`config.mk`:
```
export PLATFORM = sky130hd
export DESIGN_NAME = alu_exec_flat
export DESIGN_NICKNAME = d
export VERILOG_FILES = /design/src/rtl/alu_exec_if.sv /design/src/rtl/alu_exec.sv /design/src/flat_wrapper.sv
export SDC_FILE = /design/constraint.sdc
export NUM_CORES = 1
export LEC_CHECK = 0
export ABC_CLOCK_PERIOD_IN_PS = 8700
export CAP_MARGIN = 20
export CELL_PAD_IN_SITES_DETAIL_PLACEMENT = 1
export CELL_PAD_IN_SITES_GLOBAL_PLACEMENT = 1
export CORE_MARGIN = 4
export CORE_UTILIZATION = 50
export CTS_CLUSTER_DIAMETER = 40
export DETAILED_ROUTE_END_ITERATION = 16
export PLACE_DENSITY = 0.94
export RECOVER_POWER = 50
export SYNTH_ARGS = -nofsm -noshare
export SYNTH_HDL_FRONTEND = slang
export SYNTH_SLANG_ARGS = --single-unit
```
`constraint.sdc`:
```
create_clock -name clk -period 8.7 [get_ports clk]
set_input_delay 1.74 -clock clk [delete_from_list [all_inputs] [get_ports clk]]
set_output_delay 1.74 -clock clk [all_outputs]
set_load 0.02 [all_outputs]
```
`src/rtl/alu_exec_if.sv`:
```
// Issue and result bus for the dual-lane ALU execution block.
// The master drives issues and the slave returns forwarded results and status.
interface alu_exec_if #(
  parameter int ROB_W  = 6,
  parameter int DATA_W = 16
);
  localparam int FW = 1 + ROB_W + DATA_W;

  logic [3:0]        inOperation0, inOperation1;
  logic [ROB_W-1:0]  inROB0, inROB1;
  logic [DATA_W-1:0] inValue0A, inValue0B, inValue1A, inValue1B;
  logic              inReady0, inReady1;
  logic [FW-1:0]     forward0, forward1, forwardDiv;
  logic              busy0, busy1, divBusy, dropErr;

  modport master (
    output inOperation0, inOperation1, inROB0, inROB1,
           inValue0A, inValue0B, inValue1A, inValue1B, inReady0, inReady1,
    input  forward0, forward1, forwardDiv, busy0, busy1, divBusy, dropErr
  );

  modport slave (
    input  inOperation0, inOperation1, inROB0, inROB1,
           inValue0A, inValue0B, inValue1A, inValue1B, inReady0, inReady1,
    output forward0, forward1, forwardDiv, busy0, busy1, divBusy, dropErr
  );
endinterface

```
`src/rtl/alu_exec.sv`:
```
// Two independent ALU lanes (single-cycle ops plus a 2-stage multiply)
// sharing one radix-2 restoring divider that takes 16 iterations.
module alu_exec #(
  parameter int ROB_W  = 6,
  parameter int DATA_W = 16
) (
  input logic       clk,
  input logic       rst_n,
  alu_exec_if.slave bus
);
  localparam int FW = 1 + ROB_W + DATA_W;

  typedef enum logic [3:0] {
    OP_ADD, OP_SUB, OP_AND, OP_OR, OP_XOR, OP_SHL, OP_SHR, OP_SRA,
    OP_SLT, OP_SLTU, OP_MUL, OP_DIVU, OP_REMU, OP_PASSA, OP_PASSB, OP_RSVD
  } opcode_e;

  typedef enum logic {DIV_IDLE, DIV_RUN} divState_e;

  function automatic logic [DATA_W-1:0] aluResult(input logic [3:0] op,
                                                  input logic [DATA_W-1:0] a,
                                                  input logic [DATA_W-1:0] b);
    logic [DATA_W-1:0] r;
    r = '0;
    case (opcode_e'(op))
      OP_ADD:   r = a + b;
      OP_SUB:   r = a - b;
      OP_AND:   r = a & b;
      OP_OR:    r = a | b;
      OP_XOR:   r = a ^ b;
      OP_SHL:   r = a << b[3:0];
      OP_SHR:   r = a >> b[3:0];
      OP_SRA:   r = $signed(a) >>> b[3:0];
      OP_SLT:   r = {{(DATA_W-1){1'b0}}, $signed(a) < $signed(b)};
      OP_SLTU:  r = {{(DATA_W-1){1'b0}}, a < b};
      OP_MUL:   r = a * b;
      OP_PASSA: r = a;
      OP_PASSB: r = b;
      default:  r = '0;
    endcase
    return r;
  endfunction

  logic [3:0]        laneOp    [2];
  logic [ROB_W-1:0]  laneTag   [2];
  logic [DATA_W-1:0] laneA     [2];
  logic [DATA_W-1:0] laneB     [2];
  logic              laneReady [2];

  assign laneOp[0]    = bus.inOperation0;
  assign laneOp[1]    = bus.inOperation1;
  assign laneTag[0]   = bus.inROB0;
  assign laneTag[1]   = bus.inROB1;
  assign laneA[0]     = bus.inValue0A;
  assign laneA[1]     = bus.inValue1A;
  assign laneB[0]     = bus.inValue0B;
  assign laneB[1]     = bus.inValue1B;
  assign laneReady[0] = bus.inReady0;
  assign laneReady[1] = bus.inReady1;

  logic [FW-1:0]     fwdQ    [2];
  logic              mulValid[2];
  logic [ROB_W-1:0]  mulTag  [2];
  logic [DATA_W-1:0] mulProd [2];
  logic              accept  [2];
  logic              isDiv   [2];
  logic              isMul   [2];
  logic [DATA_W-1:0] laneRes [2];

  // A lane is blocked only during the second multiply stage.
  always_comb begin
    for (int l = 0; l < 2; l++) begin
      accept[l]  = laneReady[l] && !mulValid[l];
      isMul[l]   = laneOp[l] == OP_MUL;
      isDiv[l]   = (laneOp[l] == OP_DIVU) || (laneOp[l] == OP_REMU);
      laneRes[l] = aluResult(laneOp[l], laneA[l], laneB[l]);
    end
  end

  divState_e         divState, divNext;
  logic [4:0]        divCnt;
  logic [DATA_W-1:0] divRem, divQuo, divDen, remNext, quoNext;
  logic [DATA_W:0]   remShift, diff;
  logic [ROB_W-1:0]  divTag;
  logic              divIsRem;
  logic [FW-1:0]     fwdDiv;
  logic              divTake0, divTake1, startDiv, dropNow, dropErrQ;

  assign divTake0 = accept[0] && isDiv[0] && (divState == DIV_IDLE);
  assign divTake1 = accept[1] && isDiv[1] && (divState == DIV_IDLE) && !divTake0;
  assign startDiv = divTake0 || divTake1;
  assign dropNow  = (laneReady[0] && mulValid[0]) || (laneReady[1] && mulValid[1]) ||
                    (accept[0] && isDiv[0] && !divTake0) ||
                    (accept[1] && isDiv[1] && !divTake1);

  always_ff @(posedge clk or negedge rst_n) begin
    if (!rst_n) begin
      for (int l = 0; l < 2; l++) begin
        fwdQ[l]     <= '0;
        mulValid[l] <= 1'b0;
        mulTag[l]   <= '0;
        mulProd[l]  <= '0;
      end
      dropErrQ <= 1'b0;
    end else begin
      for (int l = 0; l < 2; l++) begin
        mulValid[l] <= accept[l] && isMul[l];
        mulTag[l]   <= laneTag[l];
        mulProd[l]  <= laneRes[l];
        if (mulValid[l])
          fwdQ[l] <= {1'b1, mulTag[l], mulProd[l]};
        else if (accept[l] && !isMul[l] && !isDiv[l])
          fwdQ[l] <= {1'b1, laneTag[l], laneRes[l]};
        else
          fwdQ[l] <= '0;
      end
      dropErrQ <= dropErrQ || dropNow;
    end
  end

  // Divider control plus one restoring step; a zero divisor naturally
  // yields an all-ones quotient and leaves the dividend as remainder.
  always_comb begin
    divNext = divState;
    case (divState)
      DIV_IDLE: if (startDiv) divNext = DIV_RUN;
      DIV_RUN:  if (divCnt == 5'd1) divNext = DIV_IDLE;
      default:  divNext = DIV_IDLE;
    endcase
    remShift = {divRem, divQuo[DATA_W-1]};
    diff     = remShift - {1'b0, divDen};
    remNext  = diff[DATA_W] ? remShift[DATA_W-1:0] : diff[DATA_W-1:0];
    quoNext  = {divQuo[DATA_W-2:0], ~diff[DATA_W]};
  end

  always_ff @(posedge clk or negedge rst_n) begin
    if (!rst_n) begin
      divState <= DIV_IDLE;
      divCnt   <= '0;
      divRem   <= '0;
      divQuo   <= '0;
      divDen   <= '0;
      divTag   <= '0;
      divIsRem <= 1'b0;
      fwdDiv   <= '0;
    end else begin
      divState <= divNext;
      fwdDiv   <= '0;
      if (startDiv) begin
        divCnt   <= 5'd16;
        divRem   <= '0;
        divQuo   <= divTake0 ? laneA[0] : laneA[1];
        divDen   <= divTake0 ? laneB[0] : laneB[1];
        divTag   <= divTake0 ? laneTag[0] : laneTag[1];
        divIsRem <= divTake0 ? (laneOp[0] == OP_REMU) : (laneOp[1] == OP_REMU);
      end else if (divState == DIV_RUN) begin
        divCnt <= divCnt - 5'd1;
        divRem <= remNext;
        divQuo <= quoNext;
        if (divCnt == 5'd1)
          fwdDiv <= {1'b1, divTag, divIsRem ? remNext : quoNext};
      end
    end
  end

  assign bus.forward0   = fwdQ[0];
  assign bus.forward1   = fwdQ[1];
  assign bus.forwardDiv = fwdDiv;
  assign bus.busy0      = mulValid[0];
  assign bus.busy1      = mulValid[1];
  assign bus.divBusy    = divState == DIV_RUN;
  assign bus.dropErr    = dropErrQ;
endmodule

```
`src/flat_wrapper.sv`:
```
// flat-port wrapper written by rule: the top's interface ports become plain ports
module alu_exec_flat 
#(
  parameter int ROB_W  = 6,
  parameter int DATA_W = 16
)
  (clk, rst_n, bus_inOperation0, bus_inOperation1, bus_inROB0, bus_inROB1, bus_inValue0A, bus_inValue0B, bus_inValue1A, bus_inValue1B, bus_inReady0, bus_inReady1, bus_forward0, bus_forward1, bus_forwardDiv, bus_busy0, bus_busy1, bus_divBusy, bus_dropErr);
  alu_exec_if #(.ROB_W(ROB_W), .DATA_W(DATA_W)) bus_i ();
  input logic clk;
  input logic rst_n;
  input wire logic [$bits(bus_i.inOperation0)-1:0] bus_inOperation0;
  input wire logic [$bits(bus_i.inOperation1)-1:0] bus_inOperation1;
  input wire logic [$bits(bus_i.inROB0)-1:0] bus_inROB0;
  input wire logic [$bits(bus_i.inROB1)-1:0] bus_inROB1;
  input wire logic [$bits(bus_i.inValue0A)-1:0] bus_inValue0A;
  input wire logic [$bits(bus_i.inValue0B)-1:0] bus_inValue0B;
  input wire logic [$bits(bus_i.inValue1A)-1:0] bus_inValue1A;
  input wire logic [$bits(bus_i.inValue1B)-1:0] bus_inValue1B;
  input wire logic [$bits(bus_i.inReady0)-1:0] bus_inReady0;
  input wire logic [$bits(bus_i.inReady1)-1:0] bus_inReady1;
  output wire logic [$bits(bus_i.forward0)-1:0] bus_forward0;
  output wire logic [$bits(bus_i.forward1)-1:0] bus_forward1;
  output wire logic [$bits(bus_i.forwardDiv)-1:0] bus_forwardDiv;
  output wire logic [$bits(bus_i.busy0)-1:0] bus_busy0;
  output wire logic [$bits(bus_i.busy1)-1:0] bus_busy1;
  output wire logic [$bits(bus_i.divBusy)-1:0] bus_divBusy;
  output wire logic [$bits(bus_i.dropErr)-1:0] bus_dropErr;
  assign bus_i.inOperation0 = bus_inOperation0;
  assign bus_i.inOperation1 = bus_inOperation1;
  assign bus_i.inROB0 = bus_inROB0;
  assign bus_i.inROB1 = bus_inROB1;
  assign bus_i.inValue0A = bus_inValue0A;
  assign bus_i.inValue0B = bus_inValue0B;
  assign bus_i.inValue1A = bus_inValue1A;
  assign bus_i.inValue1B = bus_inValue1B;
  assign bus_i.inReady0 = bus_inReady0;
  assign bus_i.inReady1 = bus_inReady1;
  assign bus_forward0 = bus_i.forward0;
  assign bus_forward1 = bus_i.forward1;
  assign bus_forwardDiv = bus_i.forwardDiv;
  assign bus_busy0 = bus_i.busy0;
  assign bus_busy1 = bus_i.busy1;
  assign bus_divBusy = bus_i.divBusy;
  assign bus_dropErr = bus_i.dropErr;
  alu_exec #(.ROB_W(ROB_W), .DATA_W(DATA_W)) u_core (.clk(clk), .rst_n(rst_n), .bus(bus_i));
endmodule
```
==> summary.log, run 1 <==
[status] run status complete, but fails checks
[status] violated checks capacitance limit, slew limit
[power_and_ir_drop] internal portion of total power 3490 µW
[clock_tree] worst skew pair latency 0.47 ns
[synthesis] yosys warns 0
[place] placed inst area 25,100 µm²
[routing] Antenna Violating Nets Remaining 0
[clock_tree] CTS tree done
[worst_setup_path] data arrival time of the critical path 8.36 ns
[clock_tree] Resized Gates After CTS 0
[routing] count of unresolved DRC violations after routing 0
[power_and_ir_drop] Switching Fraction 53.4%
[worst_setup_path] Critical Path End Type flip-flop
[timing] final worst setup slack 0.697 ns
[timing] slew of the pin with the lowest slew margin 4.02 ns
[worst_setup_path] crit-path cells clkdlybuf4s50_1 -> nand2_1 -> fa_1 -> fa_1 -> fa_1 -> fa_1 -> inv_1 -> fa_1 -> inv_1 -> fa_1 -> inv_1 -> ha_1 -> a21oi_1 -> nor2b_1 -> nor4_1 -> o21ai_0 -> o21ai_0 -> xnor2_1 -> a2111o_1 -> a22o_1
[clock_tree] Num CTS Buffers 17
[synthesis] Cells after Synth 2,785
[timing] Fin. Hold Viols 0
[synthesis] Synth Cell Area 22,900 µm²
[worst_setup_path] type of the worst setup path in2reg
[synthesis] share of synthesized area occupied by flip-flops and latches 19.4%
[die] Std-Cell Rows 78
[timing] RSZ-0062 raised after global routing no
[die] floorplan die width 222 µm
[timing] final setup fails 0
[global_routing] GR Overflow Total 0
[power_and_ir_drop] Comb power frac 73.6%
[cells_and_area] most used cells in the layout excluding fill and tap cells 334 x sky130_fd_sc_hd__inv_1, 312 x sky130_fd_sc_hd__nor2_1, 274 x sky130_fd_sc_hd__nand2_1
[clock_tree] Hold-fix buffers, CTS 0
[cells_and_area] count of antenna diodes in the layout 0
[synthesis] syn_area_per_cell 8.21 µm²
[power_and_ir_drop] fraction of power consumed by the clock network 10.3%
[synthesis] post-synthesis cell type count 87
[die] Die Height 222 µm
[cells_and_area] number of nets in the layout 3,337
[timing] Tmin final 8.00 ns
[synthesis] synthesized flop and latch total 177
[power_and_ir_drop] IR Drop Worst-Case VDD 0.000319 V
[worst_setup_path] Largest stage delay, worst path 0.92 ns
[place] pre-CTS WS 0.426 ns
[die] ports placed on the boundary 161
[timing] number of slew-limit violations in the final report 268
[worst_setup_path] required time of the critical path 9.06 ns
[routing] detailed-route wire length 98.0 mm
[global_routing] via count of the first global-routing pass 24,900
[worst_setup_path] most prevalent standard cell on the critical path sky130_fd_sc_hd__fa_1
[timing] Final Skew 0.0134 ns
[clock_tree] depth of the CTS H-tree 4
[synthesis] share of synthesized registers carrying an async set or reset 100%
[global_routing] global-route usage over all layers 39.2%
[timing] Slew Limit Headroom -168%
[clock_tree] Post CTS Setup Buffer Count 0
[cells_and_area] leading cell type in the layout, fill and taps excluded sky130_fd_sc_hd__inv_1
[global_routing] initial antenna violation count 1
[power_and_ir_drop] Power Density 292 nW/µm²
[timing] final total negative setup slack 0 ns
[cells_and_area] layout cell share with drive strength beyond 1 6.42%
[clock_tree] clock-pin slew on the worst setup and hold paths 0.08 ns
[job] max-cap violation count 4
[synthesis] commonest register cell after synthesis sky130_fd_sc_hd__dfrtp_1
[worst_setup_path] R2R Setup Slk 3.62 ns
[power_and_ir_drop] leakage power 0.0120 µW
[die] area of the core 45,300 µm²
[global_routing] wire length of the first global-routing pass 151 mm
[worst_setup_path] largest fanout of any net on the critical path 13
[routing] DR vias/cell 6.64
[clock_tree] root buffer cell sky130_fd_sc_hd__clkbuf_16
[routing] total vias in the final route 23,100
[worst_hold_path] worst min path class reg2reg
[clock_tree] clk buf depth 2
[global_routing] largest net degree at the start of global routing 86
[routing] post-detailed-route wirelength per cell 28.1 µm
[power_and_ir_drop] NetSw 4010 µW
[routing] Detailed Routing Iterations Pass 1 7
[timing] final worst-path cycle share 92.0%
[die] Total Die Area 49,200 µm²
[place] number of I/O port buffers 160
[timing] maximum clock frequency 125 MHz
[clock_tree] clk sink count 177
[timing] worst hold slack across all endpoints 0.478 ns
[synthesis] post-synth net total 3,254
[synthesis] Post-synth EDFFs 0
[worst_setup_path] launching element type of the critical path input port
[routing] iteration-0 DRC count of the detailed router 2,975
[place] half-perimeter wire length of the detailed placement result 76.6 mm
[worst_setup_path] CP max stage cell sky130_fd_sc_hd__clkdlybuf4s50_1
[cells_and_area] synth-to-layout area growth 12.3%
[die] initial core utilization 50.5%
[place] final weighted congestion of routability-driven global placement 1.06
[cells_and_area] post-route cell area 25,700 µm²
[power_and_ir_drop] Flop pwr share 16.2%
==> power by group through the flow <==
stage	sequential, µW	clock, µW	combinational (µW)
finish	1210	770	5510
global route	1230	814	5910
CTS	1200	775	5350
detailed placement	1210	0	5280
global placement	1190	0	4900
floorplan	1190	0	3420
==> area by class of cell <==
class / instances / area, µm²
Sequential cell: 177 / 4430
Clock buffer: 19 / 443
Clock inverter: 13 / 143
Fill cell: 5468 / 19600
Timing Repair Buffer: 243 / 2190
Inverter: 347 / 1300
Tap cell: 600 / 751
Multi-Input combinational cell: 2082 / 16400
==> kinds of logic after synthesis <==
logic type	share of synthesized area, %
buffers and inverters	8.93
XOR/XNOR	3.89
AO/OA/AOI/OAI	21.3
multiplexers	5.44
AND/OR/NAND/NOR	14.9
adder cells (fa/ha/maj)	26.2
flip-flops	19.4
==> stage by stage <==
step | cells | utilization [%] | total power [µW]
after detailed placement | 3447 | 55.4 | 6500
final | 3481 | 56.7 | 7490
after global placement | 3446 | 55.4 | 6090
after global routing | 3481 | 56.7 | 7950
after floorplan | 2785 | - | 4610
after CTS | 3479 | 56.7 | 7330
==> synth_stat cells, drive strengths merged, types with 53 or more instances <==
cell      n  area, µm²
buf      53        267
nand2   275       1030
ha      218       2730
xnor2    72        631
a21oi   151        763
o21ai   141        706
dfrtp   177       4430
mux2i    76        761
nor2    313       1170
fa      163       3260
clkbuf  126        473
inv     338       1270
==> final timing paths <==
check	from	to	cells after the start
worst max-delay path	bus_inValue1A[9]	u_core.bus.forward1[15]	20
worst min-delay path	u_core.mulProd[24]	u_core.bus.forward0[8]	1
worst max register to register	u_core.bus.divBusy	u_core.bus.forwardDiv[4]	6
worst min register to register	u_core.mulProd[24]	u_core.bus.forward0[8]	1
max in group asynchronous	rst_n	u_core.bus.busy1	2
min in group asynchronous	rst_n	u_core.bus.forward0[3]	1
==> registers in the layout, summed over array words and instances, names as in the netlist, 5 cells and up <==
signal	cells
u_core.bus.forward0	23
u_core.divQuo	16
u_core.mulTag	12
u_core.bus.forwardDiv	23
u_core.divTag	6
u_core.divCnt	5
u_core.mulProd	32
u_core.divDen	16
u_core.divRem	16
u_core.bus.forward1	23
==> per-layer routing <==
layer / track usage [%] / routed length, µm / up-vias
met5: 0 / 19 / -
met1: 47.6 / 36100 / 11400
met4: 25.4 / 7470 / 2
li1: - / - / 9698
met3: 7.75 / 8840 / 483
met2: 63.9 / 45600 / 1505
==> critical path: cells and delay by family <==
kind,cells,cell delay (ns)
AO/OA/AOI/OAI,5,1.33
buffers and inverters,4,1.07
adder cells (fa/ha/maj),7,3.48
AND/OR/NAND/NOR,3,0.45
XOR/XNOR,1,0.27
Note: power is estimated with default switching activity, not from simulation.
==> run 2: changes to the inputs <==
==> constraint.sdc (replaced) <==
create_clock -name clk -period 8.7 [get_ports clk]
set_input_delay 2.61 -clock clk [delete_from_list [all_inputs] [get_ports clk]]
set_output_delay 2.61 -clock clk [all_outputs]
set_load 0.02 [all_outputs]
==> summary.log, run 2 (synthesis gave the netlist of run 1 again) <==
[die] floorplan die width 222 µm
[power_and_ir_drop] IR Drop Worst-Case VDD 0.000294 V
[clock_tree] Resized Gates After CTS 0
[cells_and_area] number of flip-flops in the largest register 32
[worst_setup_path] data arrival time of the critical path 8.82 ns
[timing] final setup fails 0
[global_routing] initial antenna violation count 2
[timing] Final Skew 0.0182 ns
[clock_tree] depth of the CTS H-tree 4
[status] run status complete, but fails checks
[clock_tree] Hold-fix buffers, CTS 0
[cells_and_area] most used cells in the layout excluding fill and tap cells 334 x sky130_fd_sc_hd__inv_1, 312 x sky130_fd_sc_hd__nor2_1, 274 x sky130_fd_sc_hd__nand2_1
[timing] Slew Limit Headroom -226%
[place] number of I/O port buffers 160
[routing] detailed-route wire length 100 mm
[routing] post-detailed-route wirelength per cell 28.2 µm
[clock_tree] Num CTS Buffers 17
[routing] iteration-0 DRC count of the detailed router 2,417
[job] max-cap violation count 2
[timing] Tmin final 8.46 ns
[clock_tree] Post CTS Setup Buffer Count 0
[routing] Detailed Routing Iterations Pass 1 7
[routing] DR vias/cell 6.56
[clock_tree] clk buf depth 2
[routing] count of unresolved DRC violations after routing 0
[die] Total Die Area 49,200 µm²
[cells_and_area] number of nets in the layout 3,413
[global_routing] largest net degree at the start of global routing 105
[cells_and_area] fraction of the core area covered by cells at the end of the flow 58.1%
[global_routing] GR Overflow Total 0
[die] initial core utilization 50.5%
[die] Std-Cell Rows 78
[timing] final worst setup slack 0.242 ns
[clock_tree] root buffer cell sky130_fd_sc_hd__clkbuf_16
[timing] Fin. Hold Viols 0
[routing] total vias in the final route 23,300
[worst_setup_path] Critical Path End Type flip-flop
[cells_and_area] count of antenna diodes in the layout 0
[power_and_ir_drop] leakage power 0.0126 µW
[die] ports placed on the boundary 161
[worst_setup_path] largest fanout of any net on the critical path 10
[place] pre-CTS WS -0.129 ns
[cells_and_area] leading cell type in the layout, fill and taps excluded sky130_fd_sc_hd__inv_1
[cells_and_area] synth-to-layout area growth 15.1%
[worst_setup_path] type of the worst setup path in2reg
[timing] final total negative setup slack 0 ns
[timing] number of slew-limit violations in the final report 192
[timing] slew of the pin with the lowest slew margin 4.89 ns
[routing] Antenna Violating Nets Remaining 0
[global_routing] global-route usage over all layers 39.8%
[cells_and_area] layout cell share with drive strength beyond 1 8.86%
[timing] final worst-path cycle share 97.2%
[clock_tree] worst skew pair latency 0.48 ns
[global_routing] wire length of the first global-routing pass 152 mm
[status] violated checks capacitance limit, slew limit
[worst_setup_path] launching element type of the critical path input port
[global_routing] via count of the first global-routing pass 25,000
[timing] maximum clock frequency 118 MHz
[die] Die Height 222 µm
[clock_tree] clk sink count 177
[place] half-perimeter wire length of the detailed placement result 78.1 mm
[timing] RSZ-0062 raised after global routing no
[clock_tree] clock-pin slew on the worst setup and hold paths 0.08 ns
[power_and_ir_drop] Power Density 299 nW/µm²
[die] area of the core 45,300 µm²
[place] final weighted congestion of routability-driven global placement 1.04
[clock_tree] CTS tree done
[cells_and_area] largest register by flop count u_core.mulProd
[worst_setup_path] required time of the critical path 9.06 ns
[worst_hold_path] worst min path class reg2reg
-- run 2: cell count changes in the layout (fill, tap and decap cells not counted), moves of 2 or more --
cell | before | now
sky130_fd_sc_hd__buf_4 | 77 | 153
sky130_fd_sc_hd__clkdlybuf4s50_1 | 125 | 73
sky130_fd_sc_hd__dlygate4sd3_1 | 29 | 81
sky130_fd_sc_hd__clkbuf_1 | 4 | 2
sky130_fd_sc_hd__clkinv_8 | 3 | 5
-- run 2: worst max-delay path: stages --
cell	delay, ns
sky130_fd_sc_hd__clkdlybuf4s50_1	0.60
sky130_fd_sc_hd__clkinv_1	0.44
sky130_fd_sc_hd__nor2_1	0.28
sky130_fd_sc_hd__fa_1	0.45
sky130_fd_sc_hd__inv_1	0.09
sky130_fd_sc_hd__fa_1	0.38
sky130_fd_sc_hd__inv_1	0.09
sky130_fd_sc_hd__fa_1	0.47
sky130_fd_sc_hd__fa_1	0.57
sky130_fd_sc_hd__inv_1	0.06
sky130_fd_sc_hd__fa_1	0.48
sky130_fd_sc_hd__fa_1	0.42
sky130_fd_sc_hd__xor2_1	0.18
sky130_fd_sc_hd__xnor2_1	0.21
sky130_fd_sc_hd__xnor2_1	0.17
sky130_fd_sc_hd__xnor2_1	0.15
sky130_fd_sc_hd__xnor3_1	0.42
sky130_fd_sc_hd__xnor2_1	0.20
sky130_fd_sc_hd__a21oi_1	0.19
sky130_fd_sc_hd__o211ai_1	0.14
sky130_fd_sc_hd__a22o_1	0.22
-- run 2: routing by layer --
metal | routed length (µm) | up-vias | track usage (%) | share of wire, %
met3 | 8150 | 430 | 7.30 | 8.1
met4 | 7610 | 4 | 25.4 | 7.6
met2 | 47000 | 1335 | 65.1 | 47
met1 | 37500 | 11700 | 48.5 | 37
li1 | - | 9864 | - | -
met5 | 30 | - | 0 | 0.030
-- run 2: where the power goes --
group          leakage [µW]  switching (µW)  total [µW]  internal, µW
registers           0.00223             147        1200          1050
logic                0.0100            3510        5860          2350
clock network      0.000302             406         820           414
-- run 2: final timing paths --
kind | start | endpoint | slack, ns | depth (start not counted)
hold reg to reg | u_core.mulProd[10] | u_core.bus.forward1[10] | 0.48 | 1
max in group asynchronous | rst_n | u_core.mulProd[10] | 1.26 | 2
setup reg to reg | u_core.bus.divBusy | u_core.bus.forwardDiv[4] | 2.88 | 6
setup / recovery | bus_inValue0B[2] | u_core.bus.forward0[15] | 0.24 | 21
hold / removal | u_core.mulProd[10] | u_core.bus.forward1[10] | 0.48 | 1
min in group asynchronous | rst_n | u_core.bus.forward0[8] | 4.11 | 1
-- run 2: per-stage QoR --
step	cell area (µm²)	hold WS, ns	std cells	total power [µW]
global route	26300	0.497	3557	8360
CTS	26300	0.487	3555	7740
floorplan	22900	0.442	2785	4610
detailed placement	25700	0.463	3523	6850
finish	26300	0.484	3557	7870
global placement	25700	0.457	3521	6400
-- run 2: layout make-up --
type | instances | area (µm²)
multi-input cells | 2082 | 16400
inverters | 347 | 1300
flip-flops and latches | 177 | 4430
repair buffers | 319 | 2800
clock inverters | 15 | 190
well taps | 600 | 751
fillers | 5431 | 19000
clock buffers | 17 | 425
==> run 3: changes to the inputs <==
Settings changed: CAP_MARGIN 20 to unset.
==> summary.log, run 3 (synthesis gave the netlist of run 1 again) <==
[status] run status complete, but fails checks
[status] violated checks capacitance limit, slew limit
[cells_and_area] most used cells in the layout excluding fill and tap cells 334 x sky130_fd_sc_hd__inv_1, 312 x sky130_fd_sc_hd__nor2_1, 274 x sky130_fd_sc_hd__nand2_1
[power_and_ir_drop] IR Drop Worst-Case VDD 0.000296 V
[die] area of the core 45,300 µm²
[timing] final setup fails 0
[clock_tree] worst skew pair latency 0.48 ns
[die] initial core utilization 50.5%
[cells_and_area] count of antenna diodes in the layout 0
[place] number of placed cells counting well taps 3,521
[global_routing] global-route usage over all layers 39.3%
[global_routing] wire length of the first global-routing pass 151 mm
[routing] DR vias/cell 6.52
[worst_setup_path] launch instance of the worst register-to-register path u_core.bus.divBusy
[cells_and_area] number of nets in the layout 3,409
[routing] Detailed Routing Iterations Pass 1 9
[cells_and_area] fill count 5,426
[timing] Fin. Hold Viols 0
[die] ports placed on the boundary 161
[worst_setup_path] crit-path cells clkdlybuf4s50_1 -> clkinv_1 -> nor2_1 -> fa_1 -> inv_1 -> fa_1 -> inv_1 -> fa_1 -> fa_1 -> inv_1 -> fa_1 -> fa_1 -> xor2_1 -> xnor2_1 -> xnor2_1 -> xnor2_1 -> xnor3_1 -> xnor2_1 -> a21oi_1 -> o211ai_1 -> a22o_1
[timing] slew of the pin with the lowest slew margin 4.83 ns
[worst_setup_path] launching element type of the critical path input port
[die] Die Height 222 µm
[worst_hold_path] HP Start u_core.mulProd[25]
[timing] Slew Limit Headroom -222%
[clock_tree] clk buf depth 2
[routing] detailed-route wire length 99.0 mm
[worst_setup_path] Critical Path End Type flip-flop
[power_and_ir_drop] leakage power 0.0125 µW
[timing] maximum clock frequency 119 MHz
[worst_setup_path] data arrival time of the critical path 8.79 ns
[power_and_ir_drop] Power Density 300 nW/µm²
[routing] total vias in the final route 23,200
[cells_and_area] layout cell share with drive strength beyond 1 8.74%
[worst_setup_path] Crit. Startpoint bus_inValue0B[2]
[clock_tree] Post CTS Setup Buffer Count 0
[die] Total Die Area 49,200 µm²
[timing] Final Skew 0.0147 ns
[die] floorplan die width 222 µm
[place] half-perimeter wire length of the detailed placement result 78.1 mm
[worst_setup_path] largest fanout of any net on the critical path 10
[timing] Tmin final 8.42 ns
[clock_tree] clock-pin slew on the worst setup and hold paths 0.07 ns
[timing] number of slew-limit violations in the final report 192
[clock_tree] Resized Gates After CTS 0
[clock_tree] root buffer cell sky130_fd_sc_hd__clkbuf_16
[timing] RSZ-0062 raised after global routing no
[worst_setup_path] required time of the critical path 9.06 ns
[timing] final worst-path cycle share 96.8%
[cells_and_area] leading cell type in the layout, fill and taps excluded sky130_fd_sc_hd__inv_1
[worst_setup_path] type of the worst setup path in2reg
[clock_tree] clk sink count 177
[die] Std-Cell Rows 78
[worst_setup_path] CP max stage cell sky130_fd_sc_hd__clkdlybuf4s50_1
[clock_tree] Num CTS Buffers 17
[global_routing] GR Overflow Total 0
[global_routing] initial antenna violation count 1
[clock_tree] CTS tree done
[worst_setup_path] R2R Setup Slk 3.11 ns
[global_routing] via count of the first global-routing pass 25,100
[routing] Antenna Violating Nets Remaining 0
[routing] iteration-0 DRC count of the detailed router 2,290
[routing] count of unresolved DRC violations after routing 0
[cells_and_area] number of flip-flops in the largest register 32
[cells_and_area] synth-to-layout area growth 15.0%
[routing] post-detailed-route wirelength per cell 27.9 µm
[place] number of I/O port buffers 160
[global_routing] largest net degree at the start of global routing 105
[cells_and_area] largest register by flop count u_core.mulProd
[clock_tree] depth of the CTS H-tree 4
[place] final weighted congestion of routability-driven global placement 1.04
[cells_and_area] post-layout instance count excluding filler cells 3,553
[worst_hold_path] worst min path class reg2reg
[job] max-cap violation count 2
[worst_setup_path] Largest stage delay, worst path 0.58 ns
[worst_setup_path] most prevalent standard cell on the critical path sky130_fd_sc_hd__fa_1
[cells_and_area] fraction of the core area covered by cells at the end of the flow 58.1%
[clock_tree] Hold-fix buffers, CTS 0
-- run 3: cell count changes in the layout (fill, tap and decap cells not counted) --
cell	change
sky130_fd_sc_hd__buf_4	-2
sky130_fd_sc_hd__clkinv_2	-2
sky130_fd_sc_hd__clkinvlp_4	+2
sky130_fd_sc_hd__buf_16	-1
sky130_fd_sc_hd__buf_8	-1
sky130_fd_sc_hd__clkdlybuf4s50_1	-1
sky130_fd_sc_hd__clkinv_4	-1
sky130_fd_sc_hd__clkinv_8	+1
sky130_fd_sc_hd__dlygate4sd3_1	+1
sky130_fd_sc_hd__inv_12	+1
sky130_fd_sc_hd__inv_6	-1
-- run 3: power by group --
| group | switching (µW) | internal, µW |
|---|---|---|
| clock network | 416 | 419 |
| registers | 170 | 1050 |
| logic | 3500 | 2330 |
| total | 4080 | 3800 |
-- run 3: critical path, delay by kind of cell --
family | cells | cell delay (ns)
xor+xnor | 6 | 1.32
buf+inv | 5 | 1.26
fa+ha+maj | 6 | 2.78
simple gates | 1 | 0.29
compound gates | 3 | 0.55
-- run 3: layout make-up --
cell class | instances | area, µm² | share of cell area [%]
repair buffers | 315 | 2750 | 10.4
clock inverters | 15 | 210 | 0.800
inverters | 347 | 1300 | 4.95
multi-input cells | 2082 | 16400 | 62.5
flip-flops and latches | 177 | 4430 | 16.9
clock buffers | 17 | 425 | 1.62
well taps | 600 | 751 | 2.86
-- run 3: per-stage QoR --
step                      hold slack, ns  total power, µW  worst slack, ns  instance area [µm²]  TNS [ns]
after floorplan                    0.442             4610            0.250                22900         0
after global placement             0.457             6400         -0.00148                25700  -0.00148
after detailed placement           0.463             6850           -0.120                25700    -0.234
after CTS                          0.489             7780            0.387                26300         0
after global routing               0.497             8350           0.0419                26300         0
final                              0.487             7880            0.277                26300         0
-- run 3: path summary, 6_finish.rpt --
path | cells past startpoint | endpoint
setup / recovery | 21 | u_core.bus.forward0[15]
hold / removal | 1 | u_core.bus.forward0[9]
setup reg to reg | 6 | u_core.bus.forwardDiv[5]
hold reg to reg | 1 | u_core.bus.forward0[9]
max in group asynchronous | 2 | u_core.mulProd[10]
min in group asynchronous | 1 | u_core.bus.forward0[8]
-- run 3: per-layer routing --
layer  vias up  part of all wire, %  track usage [%]
li1       9833                    -                -
met1     11600                   37             48.0
met3       379                  8.2             6.75
met4         2                  7.5             24.1
met5         -                0.017                0
met2      1291                   47             65.2
